===== src/rtl/gticc_rxlink_mon_pkg.sv =====
// Shared types and constants for the GT receive-link monitor.
//   lane_state_e : per-lane lock state
//   ERRCNT_W     : width of each lane's error-cycle counter
//   is_locked()  : decode of the states that report a qualified lock
package gticc_pkg;

  localparam int unsigned ERRCNT_W = 16;

  typedef enum logic [1:0] {
    ST_UNLOCK = 2'd0,
    ST_QUAL   = 2'd1,
    ST_LOCK   = 2'd2,
    ST_HOLD   = 2'd3
  } lane_state_e;

  function automatic logic is_locked(input lane_state_e s);
    return (s == ST_LOCK) || (s == ST_HOLD);
  endfunction

endpackage


===== src/rtl/gticc_rxlink_mon_if.sv =====
// Status bundle between the GT receive lanes and the link monitor.
//   GT side (master) drives : rxcdrlock, rxbyteisaligned, rxdisperr, rxnotintable,
//                             rxuserrdy_in, errclr
//   Monitor (slave) drives  : lane_locked, all_locked, rxuserrdy, rxreset_req, errcnt
// Per-byte error vectors and errcnt are lane-major.
interface gticc_rxlink_mon_if #(
  parameter int unsigned NLANE = 4,
  parameter int unsigned DBYTE = 2
);

  logic [NLANE-1:0]                     rxcdrlock;
  logic [NLANE-1:0]                     rxbyteisaligned;
  logic [NLANE*DBYTE-1:0]               rxdisperr;
  logic [NLANE*DBYTE-1:0]               rxnotintable;
  logic                                 rxuserrdy_in;
  logic                                 errclr;
  logic [NLANE-1:0]                     lane_locked;
  logic                                 all_locked;
  logic                                 rxuserrdy;
  logic [NLANE-1:0]                     rxreset_req;
  logic [NLANE*gticc_pkg::ERRCNT_W-1:0] errcnt;

  modport master (
    output rxcdrlock, rxbyteisaligned, rxdisperr, rxnotintable, rxuserrdy_in, errclr,
    input  lane_locked, all_locked, rxuserrdy, rxreset_req, errcnt
  );

  modport slave (
    input  rxcdrlock, rxbyteisaligned, rxdisperr, rxnotintable, rxuserrdy_in, errclr,
    output lane_locked, all_locked, rxuserrdy, rxreset_req, errcnt
  );

endinterface


===== src/rtl/gticc_rxlane_fsm.sv =====
// One GT receive lane: lock qualification, cdrlock-loss tolerance, windowed
// error threshold with relock request, and an optional error-cycle counter.
// Optional feature macro: GTICC_RXMON_ERRCNT_EN (errcnt counter present).
// Ports:
//   RXUSRCLK, reset (async, active-high)
//   rxcdrlock, rxbyteisaligned     : lane status
//   rxdisperr, rxnotintable [DBYTE]: per-byte code errors
//   errclr                         : synchronous errcnt clear
//   lane_locked                    : decoded from state (LOCK/HOLD)
//   rxreset_req                    : registered one-cycle relock request
//   errcnt [ERRCNT_W]              : saturating error-cycle count
module gticc_rxlane_fsm
  import gticc_pkg::*;
#(
  parameter int unsigned DBYTE   = 2,
  parameter int unsigned LOCKMIN = 8,
  parameter int unsigned LOCKMAX = 3,
  parameter int unsigned ERRWIN  = 1024,
  parameter int unsigned ERRMAX  = 16
) (
  input  logic                RXUSRCLK,
  input  logic                reset,
  input  logic                rxcdrlock,
  input  logic                rxbyteisaligned,
  input  logic [DBYTE-1:0]    rxdisperr,
  input  logic [DBYTE-1:0]    rxnotintable,
  input  logic                errclr,
  output logic                lane_locked,
  output logic                rxreset_req,
  output logic [ERRCNT_W-1:0] errcnt
);

  localparam int unsigned QW = $clog2(LOCKMIN + 1);
  localparam int unsigned UW = $clog2(LOCKMAX + 1);
  localparam int unsigned WW = $clog2(ERRWIN);
  localparam int unsigned EW = $clog2(ERRMAX + 1);

  lane_state_e   state_q, state_d;
  logic [QW-1:0] qual_q, qual_d;
  logic [UW-1:0] unlock_q, unlock_d;
  logic [WW-1:0] win_q, win_d;
  logic [EW-1:0] errs_q, errs_d;
  logic          req_q, req_d;

  logic          good, err, locked, win_last, thresh;
  logic [31:0]   err_sum, unlock_nx;

  assign good      = rxcdrlock & rxbyteisaligned;
  assign err       = |(rxdisperr | rxnotintable);
  assign locked    = is_locked(state_q);
  assign win_last  = (win_q == WW'(ERRWIN - 1));
  // This cycle's error counts toward the current window, including its last cycle.
  assign err_sum   = 32'(errs_q) + 32'(err);
  assign thresh    = locked && (err_sum >= ERRMAX);
  // unlockcnt holds the low cycles seen so far; this low cycle makes it unlock_nx.
  assign unlock_nx = 32'(unlock_q) + 32'd1;

  // State and counter registers.
  always_ff @(posedge RXUSRCLK or posedge reset) begin
    if (reset) begin
      state_q  <= ST_UNLOCK;
      qual_q   <= '0;
      unlock_q <= '0;
      win_q    <= '0;
      errs_q   <= '0;
      req_q    <= 1'b0;
    end else begin
      state_q  <= state_d;
      qual_q   <= qual_d;
      unlock_q <= unlock_d;
      win_q    <= win_d;
      errs_q   <= errs_d;
      req_q    <= req_d;
    end
  end

  // Next-state, counters and relock request; the error threshold outranks cdrlock loss.
  always_comb begin
    state_d  = state_q;
    qual_d   = qual_q;
    unlock_d = unlock_q;
    win_d    = win_q;
    errs_d   = errs_q;
    req_d    = 1'b0;

    if (locked) begin
      win_d  = win_last ? '0 : win_q + WW'(1);
      errs_d = win_last ? '0 : EW'(err_sum);
    end

    case (state_q)
      ST_UNLOCK: begin
        if (good) begin
          state_d = ST_QUAL;
          qual_d  = QW'(1);
        end
      end
      ST_QUAL: begin
        if (!good) begin
          state_d = ST_UNLOCK;
          qual_d  = '0;
        end else if (qual_q == QW'(LOCKMIN)) begin
          state_d = ST_LOCK;
          qual_d  = '0;
          win_d   = '0;
          errs_d  = '0;
        end else begin
          qual_d = qual_q + QW'(1);
        end
      end
      ST_LOCK: begin
        if (thresh) begin
          state_d = ST_UNLOCK;
          req_d   = 1'b1;
        end else if (!rxcdrlock) begin
          state_d  = ST_HOLD;
          unlock_d = UW'(1);
        end else if (!rxbyteisaligned) begin
          state_d = ST_UNLOCK;
        end
      end
      ST_HOLD: begin
        if (thresh) begin
          state_d  = ST_UNLOCK;
          req_d    = 1'b1;
          unlock_d = '0;
        end else if (rxcdrlock) begin
          state_d  = ST_LOCK;
          unlock_d = '0;
        end else if (unlock_nx >= LOCKMAX) begin
          state_d  = ST_UNLOCK;
          unlock_d = '0;
        end else begin
          unlock_d = UW'(unlock_nx);
        end
      end
      default: state_d = ST_UNLOCK;
    endcase
  end

  assign lane_locked = locked;
  assign rxreset_req = req_q;

`ifdef GTICC_RXMON_ERRCNT_EN
  logic [ERRCNT_W-1:0] cnt_q;

  // Saturating count of error cycles outside UNLOCK; clear wins over increment.
  always_ff @(posedge RXUSRCLK or posedge reset) begin
    if (reset) begin
      cnt_q <= '0;
    end else if (errclr) begin
      cnt_q <= '0;
    end else if (err && (state_q != ST_UNLOCK) && (cnt_q != '1)) begin
      cnt_q <= cnt_q + ERRCNT_W'(1);
    end
  end

  assign errcnt = cnt_q;
`else
  logic unused_errclr;
  assign unused_errclr = errclr;
  assign errcnt        = '0;
`endif

endmodule


===== src/rtl/gticc_rxlink_mon.sv =====
// GT receive-link monitor: NLANE independent lane lock FSMs plus link-level
// ready gating. Optional feature macro: GTICC_RXMON_ERRCNT_EN (per-lane errcnt).
// Ports:
//   RXUSRCLK : sole clock
//   reset    : async, active-high; caller releases it synchronously
//   mon      : status bundle (slave side) -- lane inputs, lane_locked,
//              all_locked, rxuserrdy, rxreset_req, errcnt
module gticc_rxlink_mon
  import gticc_pkg::*;
#(
  parameter int unsigned NLANE   = 4,
  parameter int unsigned DBYTE   = 2,
  parameter int unsigned LOCKMIN = 8,
  parameter int unsigned LOCKMAX = 3,
  parameter int unsigned ERRWIN  = 1024,
  parameter int unsigned ERRMAX  = 16
) (
  input logic              RXUSRCLK,
  input logic              reset,
  gticc_rxlink_mon_if.slave mon
);

  logic [NLANE-1:0]          lane_locked_w;
  logic [NLANE-1:0]          req_w;
  logic [NLANE*ERRCNT_W-1:0] errcnt_w;

  for (genvar i = 0; i < NLANE; i++) begin : g_lane
    gticc_rxlane_fsm #(
      .DBYTE   (DBYTE),
      .LOCKMIN (LOCKMIN),
      .LOCKMAX (LOCKMAX),
      .ERRWIN  (ERRWIN),
      .ERRMAX  (ERRMAX)
    ) u_lane (
      .RXUSRCLK        (RXUSRCLK),
      .reset           (reset),
      .rxcdrlock       (mon.rxcdrlock[i]),
      .rxbyteisaligned (mon.rxbyteisaligned[i]),
      .rxdisperr       (mon.rxdisperr[i*DBYTE +: DBYTE]),
      .rxnotintable    (mon.rxnotintable[i*DBYTE +: DBYTE]),
      .errclr          (mon.errclr),
      .lane_locked     (lane_locked_w[i]),
      .rxreset_req     (req_w[i]),
      .errcnt          (errcnt_w[i*ERRCNT_W +: ERRCNT_W])
    );
  end

  // Link-level readiness follows lane lock combinationally.
  assign mon.lane_locked = lane_locked_w;
  assign mon.all_locked  = &lane_locked_w;
  assign mon.rxuserrdy   = mon.rxuserrdy_in & (&lane_locked_w);
  assign mon.rxreset_req = req_w;
  assign mon.errcnt      = errcnt_w;

endmodule


===== src/flat_wrapper.sv =====
// flat-port wrapper written by rule: the top's interface ports become plain ports
module gticc_rxlink_mon_flat import gticc_pkg::*;
#(
  parameter int unsigned NLANE   = 4,
  parameter int unsigned DBYTE   = 2,
  parameter int unsigned LOCKMIN = 8,
  parameter int unsigned LOCKMAX = 3,
  parameter int unsigned ERRWIN  = 1024,
  parameter int unsigned ERRMAX  = 16
)
  (RXUSRCLK, reset, mon_rxcdrlock, mon_rxbyteisaligned, mon_rxdisperr, mon_rxnotintable, mon_rxuserrdy_in, mon_errclr, mon_lane_locked, mon_all_locked, mon_rxuserrdy, mon_rxreset_req, mon_errcnt);
  gticc_rxlink_mon_if #(.NLANE(NLANE), .DBYTE(DBYTE)) mon_i ();
  input logic RXUSRCLK;
  input logic reset;
  input wire logic [$bits(mon_i.rxcdrlock)-1:0] mon_rxcdrlock;
  input wire logic [$bits(mon_i.rxbyteisaligned)-1:0] mon_rxbyteisaligned;
  input wire logic [$bits(mon_i.rxdisperr)-1:0] mon_rxdisperr;
  input wire logic [$bits(mon_i.rxnotintable)-1:0] mon_rxnotintable;
  input wire logic [$bits(mon_i.rxuserrdy_in)-1:0] mon_rxuserrdy_in;
  input wire logic [$bits(mon_i.errclr)-1:0] mon_errclr;
  output wire logic [$bits(mon_i.lane_locked)-1:0] mon_lane_locked;
  output wire logic [$bits(mon_i.all_locked)-1:0] mon_all_locked;
  output wire logic [$bits(mon_i.rxuserrdy)-1:0] mon_rxuserrdy;
  output wire logic [$bits(mon_i.rxreset_req)-1:0] mon_rxreset_req;
  output wire logic [$bits(mon_i.errcnt)-1:0] mon_errcnt;
  assign mon_i.rxcdrlock = mon_rxcdrlock;
  assign mon_i.rxbyteisaligned = mon_rxbyteisaligned;
  assign mon_i.rxdisperr = mon_rxdisperr;
  assign mon_i.rxnotintable = mon_rxnotintable;
  assign mon_i.rxuserrdy_in = mon_rxuserrdy_in;
  assign mon_i.errclr = mon_errclr;
  assign mon_lane_locked = mon_i.lane_locked;
  assign mon_all_locked = mon_i.all_locked;
  assign mon_rxuserrdy = mon_i.rxuserrdy;
  assign mon_rxreset_req = mon_i.rxreset_req;
  assign mon_errcnt = mon_i.errcnt;
  gticc_rxlink_mon #(.NLANE(NLANE), .DBYTE(DBYTE), .LOCKMIN(LOCKMIN), .LOCKMAX(LOCKMAX), .ERRWIN(ERRWIN), .ERRMAX(ERRMAX)) u_core (.RXUSRCLK(RXUSRCLK), .reset(reset), .mon(mon_i));
endmodule

===== config.mk =====
export PLATFORM = sky130hd
export DESIGN_NAME = gticc_rxlink_mon_flat
export DESIGN_NICKNAME = d
export VERILOG_FILES = /design/src/rtl/gticc_rxlink_mon_pkg.sv /design/src/rtl/gticc_rxlink_mon_if.sv /design/src/rtl/gticc_rxlane_fsm.sv /design/src/rtl/gticc_rxlink_mon.sv /design/src/flat_wrapper.sv
export SDC_FILE = /design/constraint.sdc
export NUM_CORES = 1
export LEC_CHECK = 0
export BUFFER_PORTS_ARGS = -buffer_cell sky130_fd_sc_hd__buf_2
export CAP_MARGIN = 20
export CORE_ASPECT_RATIO = 1.1
export CORE_MARGIN = 5
export CORE_UTILIZATION = 51
export DETAILED_ROUTE_END_ITERATION = 10
export PLACE_DENSITY = 0.84
export SYNTH_ARGS = -nofsm -noshare
export SYNTH_HDL_FRONTEND = slang
export SYNTH_HIERARCHICAL = 1
export SYNTH_SLANG_ARGS = --single-unit

===== constraint.sdc =====
create_clock -name RXUSRCLK -period 1.7 [get_ports RXUSRCLK]
set_clock_uncertainty 0.1 [all_clocks]
set_input_delay 0.34 -clock RXUSRCLK [delete_from_list [all_inputs] [get_ports RXUSRCLK]]
set_output_delay 0.34 -clock RXUSRCLK [all_outputs]
set_load 0.05 [all_outputs]

After elaboration in Yosys (flattened, before gate mapping):

Index checks and enable logic that the tools add are counted.

* eq/ne operators: 44
* mux-type cells: 128
* add/subtract/negate cells: 16
* bitwise gates (word level): 9
* reductions and logical operators: 41
* order comparisons: 8

Operator list (number)
* 10-bit two-way mux: 20
* 2-bit two-way mux: 56
* 5-bit two-way mux: 20
* 4-bit two-way mux: 12
* 10-bit by 1-bit adder with 10-bit output (second input constant): 4
* 10-bit == test (second input constant): 4
* 2-bit case mux with 4 select lines: 4
* 4-bit case mux with 2 select lines: 4
* 5-bit by 1-bit adder with 6-bit output: 4
* 6-bit by 5-bit greater-or-equal comparator with 1-bit output (second input constant): 4
* 2-bit != test (second input constant): 12
* 4-bit AND reduction: 5
* 4-bit by 1-bit adder with 4-bit output (second input constant): 4
* 2-bit == test (second input constant): 8
* 4-bit == test (second input constant): 4
* 4-bit by 3-bit != test with 1-bit output (second input constant): 4
* 4-bit != test (second input constant): 4
* 2-bit case mux with 2 select lines: 4
* 2-bit nonzero test: 8
* 2-bit OR reduction: 8
* 2-bit by 1-bit adder with 3-bit output (second input constant): 4
* 3-bit by 2-bit greater-or-equal comparator with 1-bit output (second input constant): 4
* 3-bit != test (second input constant): 4
* 3-bit AND reduction: 4
* 8 further kinds: 37

* bits in registers: 96
* output and inout bits: 74
* input bits: 28
* word-level logic and storage cells: 270

Depth between registers and ports, before layout:

* depth after elaboration: 8
* mapped depth: 7
* gate-level depth less buffers: 7

By module:

Netlist, hierarchy kept.

Modules (own cells, without submodules)
* gticc_rxlane_fsm: cells each 154, area an instance 1462.7 µm², seq. area each 600.6 µm², instances 4
* gticc_rxlink_mon: cells each 2, area an instance 17.5 µm², seq. area each 0.0 µm², instances 1

Worst setup path before layout:

Ideal clock, no wire load.

* path kind: register to output
* start: register u_core.g_lane[1].u_lane.state_q[1]
* end: output port mon_rxuserrdy
* cell stages (with the launch flop): 5
* buffers on the path: 2
* path slack: -0.583 ns
* arrival: 1.843 ns
* data required time: 1.260 ns
* cells stage by stage: dfrtp_1 > buf_4 > clkbuf_1 > and4_4 > and2_1

* word-level cells in the longest chain between the ends: 4
* elaborated cells on any way between the ends: 5
* classes of those cells: eq/ne: 2; bitwise: 1; reduce/logical: 2

RTL lines
* start, declared: RTL line gticc_rxlane_fsm.sv:38 `lane_state_e state_q, state_d;`
* start signal, assigned: RTL line gticc_rxlane_fsm.sv:68 `state_q <= state_d;`
* 2-bit == test: RTL line gticc_rxlink_mon_pkg.sv:17 `return (s == ST_LOCK) || (s == ST_HOLD);`
* 1-bit logical OR (*): RTL line gticc_rxlink_mon_pkg.sv:17
* named net mon_lane_locked[1]: RTL line flat_wrapper.sv:21 `output wire logic [$bits(mon_i.lane_locked)-1:0] mon_lane_locked;`
* 4-bit AND reduction (*)
* named net mon_all_locked: RTL line flat_wrapper.sv:22 `output wire logic [$bits(mon_i.all_locked)-1:0] mon_all_locked;`
* 1-bit bitwise AND (*): RTL line gticc_rxlink_mon.sv:51 `assign mon.rxuserrdy = mon.rxuserrdy_in & (&lane_locked_w);`
* end, declared: RTL line flat_wrapper.sv:23 `output wire logic [$bits(mon_i.rxuserrdy)-1:0] mon_rxuserrdy;`

Mark *: on every way through the listed nets, which the timed path passes. The rest lies on a longest branch.

Worst setup path in the final report:

* start: input port mon_rxdisperr[5]
* end: register u_core.g_lane[2].u_lane.state_q[0]

* word-level cells in the longest chain between the ends: 7
* elaborated cells on any way between the ends: 11
* classes of those cells: add/sub: 1; order compare: 1; eq/ne: 2; mux: 3; bitwise: 1; reduce/logical: 3

RTL lines
* start, declared: RTL line flat_wrapper.sv:17 `input wire logic [$bits(mon_i.rxdisperr)-1:0] mon_rxdisperr;`
* 2-bit bitwise OR (*): RTL line gticc_rxlane_fsm.sv:49 `assign err = |(rxdisperr | rxnotintable);`
* 2-bit OR reduction (*): RTL line gticc_rxlane_fsm.sv:49
* 5-bit by 1-bit adder with 6-bit output (*): RTL line gticc_rxlane_fsm.sv:53 `assign err_sum = 32'(errs_q) + 32'(err);`
* 6-bit by 5-bit greater-or-equal comparator with 1-bit output (*): RTL line gticc_rxlane_fsm.sv:54 `assign thresh = locked && (err_sum >= ERRMAX);`
* 1-bit logical AND (*): RTL line gticc_rxlane_fsm.sv:54
* 4-bit != test (no source line) (tied with other cells)
* 4-bit AND reduction (no source line) / 2-bit case mux with 4 select lines (equally long branches)
* end signal, assigned: RTL line gticc_rxlane_fsm.sv:68
* end, declared: RTL line gticc_rxlane_fsm.sv:38

Every way passes the cells marked *; elsewhere a longest branch is shown, timed or not.
A chain may end at the register's enable or synchronous reset.

==> flow_summary.ini <==
[status]
status = finished, violations left
failed_checks = setup timing

[power_and_ir_drop]
peakVddDrop_v = 0.000504
power_density_mw_per_mm2 = 728
static-leakage-power_nw = 2.99

[synthesis]
synth_top_cell_by_area = sky130_fd_sc_hd__dfrtp_1
ys_async_sr_fraction = 1.00
synth_compound_gate_area_share = 0.0964
synth.yosys.warnings = 6
ys.flop_type = sky130_fd_sc_hd__dfrtp_1
syn_area_mm2 = 0.00587
yosys.area_share.simple = 0.220
post_synth.cell_area_avg_um2 = 9.50
synth_seq_area_share = 0.409
synth_mux_area_frac = 0.0273
postSynthRegisterBits = 96
synthTopCellsByArea = sky130_fd_sc_hd__dfrtp_1, sky130_fd_sc_hd__buf_4, sky130_fd_sc_hd__ha_1
most_numerous_cell_in_the_yosys_netlist = sky130_fd_sc_hd__dfrtp_1
yosys.cell_types.count = 35
number_of_flops_mapped_to_enable_cells_by_yosys = 0
synth-xor-area-share = 0.0716
largest_family_of_logic_cells_by_synthesized_area = simple AND/OR/NAND/NOR gates
yosys-top-cells-count = sky130_fd_sc_hd__dfrtp_1, sky130_fd_sc_hd__buf_4, sky130_fd_sc_hd__nor2_1
synthDominantCellAreaShare = 0.409
synthesized_area_fraction_occupied_by_adder_cells = 0.0426
post_synth_inst_count = 618

[floorplan]
chip_height_um = 123
effective_utilization_at_floorplan = 0.515
core_region_area_mm2 = 0.0114
die_w_um = 112
floorplan.rows = 41
die_area_mm2 = 0.0138
ioPinCount = 102

[worst_setup_path]
criticalPathCategory = input pin to register
timing.critical_path.required_ns = 1.84
startpoint = mon_rxdisperr[5]
worstSetupEndpointType = register
crit_path_start_kind = input pin
timing.critical_path.fanout_max = 4
crit-reg2reg-launch = u_core/g_lane[1].u_lane/qual_q[0]
cp_data_arrival_time_ns = 2.00

[routing]
antenna_left = 0
post_drt_via_cell_ratio = 5.20
post_drt_wl_per_cell_um = 14.0
detail_route.wirelength_mm = 11.6
drt_iter0_markers = 207
drc_violation_count_after_routing = 0
route.vias.total = 4297
dr.pass1.iters = 4

[grt]
grt.total_usage = 0.162
grt_start_max_net_pins = 27
gr_ovfl_total = 0
number_of_antenna_violations_at_the_first_check_in_global_routing = 0
grt_pass1_vias = 4228
first_pass_grt_wire_length_mm = 18.5

[clocking]
post_cts_clock_slew_at_the_launch_and_capture_registers_of_the_worst_setup_and_hold_paths_ns = 0.07
max-clock-path-buffers = 2
clock-sinks = 96
h-tree-depth = 3
clk-insertion-delay-late_ns = 0.35
cts_tree = built
cts-root-buf = sky130_fd_sc_hd__clkbuf_16
cts_buffers = 9

[finish]
post_layout_nonfiller_instances = 826
area_growth_pct = 14.7
final_nets = 719
final_layout_size_suffix_gt1_frac = 0.286
antenna_cells_inserted = 0

[timing]
slew_viol_final = 0
finalCritPeriodShare = 1.10
fin_worst_hold_slack_ns = 0.269
fin_crit_ns = 1.86
finalSetupViolations = 24
fmax_ghz = 0.536
grt_setup_unrepaired = yes
final_critical_path_setup_slack_ns = -0.164
timing.final.hold_violations = 0

[placement]
globalplace.congestion = 0.762
place_hpwl_mm = 7.80
io_buffer_count = 36
numPlacedInstances = 799

[hold_path]
hold_path_class = input pin to register
hp-start = mon_rxbyteisaligned[2]

[run]
timing.max_cap.violations = 0
[sequential cells by signal, indices dropped and copies added (netlist names)]
| name | cells |
|---|---|
| u_core/g_lane.u_lane/errs_q | 20 |
| u_core/g_lane.u_lane/qual_q | 16 |
| u_core/g_lane.u_lane/rxreset_req | 4 |
| u_core/g_lane.u_lane/state_q | 8 |
| u_core/g_lane.u_lane/unlock_q | 8 |
| u_core/g_lane.u_lane/win_q | 40 |
[cell families after synthesis]
kind of cell | Yosys count
AO/OA/AOI/OAI | 84
XOR/XNOR | 48
adder cells (fa/ha/maj) | 20
buffers and inverters | 112
flip-flops | 96
multiplexers | 16
other | 4
AND/OR/NAND/NOR | 238
[path summary, 6_finish.rpt]
check | to | cells after the start | slack [ns]
max | u_core/g_lane[2].u_lane/state_q[0] | 7 | -0.16
min | u_core/g_lane[2].u_lane/qual_q[3] | 3 | 0.27
max reg2reg | u_core/g_lane[1].u_lane/errs_q[2] | 6 | 0.03
min reg2reg | u_core/g_lane[1].u_lane/errs_q[0] | 2 | 0.46
max in group asynchronous | u_core/g_lane[2].u_lane/state_q[1] | 4 | 0.72
min in group asynchronous | u_core/g_lane[3].u_lane/win_q[7] | 4 | 0.52
[worst max-delay path, cell delays in order]
cell and delay (ns):
sky130_fd_sc_hd__buf_6 0.09, sky130_fd_sc_hd__or4_4 0.54, sky130_fd_sc_hd__ha_4 0.18, sky130_fd_sc_hd__ha_4 0.16, sky130_fd_sc_hd__and3_4 0.20, sky130_fd_sc_hd__a31o_4 0.24, sky130_fd_sc_hd__a32o_1 0.24
[repair_timing]
| item | in CTS | in global routing |
|---|---|---|
| pin swaps | 10 | 9 |
| cloned | 0 | 2 |
| setup buffers | 5 | 3 |
| gates resized for setup | 39 | 31 |
| hold endpoints to repair | 96 | 0 |
| setup endpoints to repair | 24 | 44 |
| hold buffers | 1 | 0 |
[metrics by stage]
step	worst slack, ns	utilization	setup TNS (ns)	power [mW]	cell area [um^2]
2_1_floorplan	-0.371	-	-7.00	3.01	6180
3_3_place_gp	-0.491	0.531	-11.74	2.98	6050
3_5_place_dp	-0.570	0.531	-12.60	3.00	6050
4_1_cts	-0.136	0.574	-1.86	4.94	6530
5_1_grt	-0.189	0.591	-3.14	5.10	6730
6_report	-0.164	0.591	-2.38	4.90	6730
[metal layers]
| layer | vias up | wire length [um] | GRT usage |
|---|---|---|---|
| li1 | 2062 | - | - |
| met1 | 2101 | 4530 | 0.183 |
| met2 | 110 | 6310 | 0.295 |
| met3 | 24 | 477 | 0.0306 |
| met4 | 0 | 265 | 0.0774 |
| met5 | - | 0 | 0 |
[power breakdown]
group	switching [mW]	internal [mW]
Combinational	0.487	0.131
Clock	0.890	1.03
Sequential	0.0406	2.32
Total	1.42	3.48
[cell type report]
class | instances | area [um^2]
flip-flops and latches | 96 | 2400
well taps | 150 | 188
fillers | 940 | 4660
clock buffers | 10 | 239
multi-input cells | 472 | 3250
inverters | 24 | 90.1
clock inverters | 6 | 43.8
repair buffers | 68 | 520
[cells in the final DEF (no fill, tap or decap), types with 5 or more instances in the layout]
cell type / instances
sky130_fd_sc_hd__nand3_1: 17
sky130_fd_sc_hd__nor2_2: 43
sky130_fd_sc_hd__nand3_2: 5
sky130_fd_sc_hd__buf_4: 26
sky130_fd_sc_hd__xnor2_1: 28
sky130_fd_sc_hd__clkbuf_16: 9
sky130_fd_sc_hd__buf_2: 26
sky130_fd_sc_hd__ha_4: 7
sky130_fd_sc_hd__xor2_1: 20
sky130_fd_sc_hd__o21ai_0: 20
sky130_fd_sc_hd__buf_6: 12
sky130_fd_sc_hd__ha_1: 12
sky130_fd_sc_hd__a21oi_1: 20
sky130_fd_sc_hd__a31o_2: 5
sky130_fd_sc_hd__mux2i_1: 16
sky130_fd_sc_hd__inv_1: 24
sky130_fd_sc_hd__nand2_1: 48
sky130_fd_sc_hd__nor3_1: 16
sky130_fd_sc_hd__nor2_1: 57
sky130_fd_sc_hd__conb_1: 64
sky130_fd_sc_hd__nor2b_1: 8
sky130_fd_sc_hd__and3_1: 8
sky130_fd_sc_hd__a31o_4: 9
sky130_fd_sc_hd__dfrtp_1: 94
sky130_fd_sc_hd__nand4_1: 8
(Power assumes the default switching activity.)
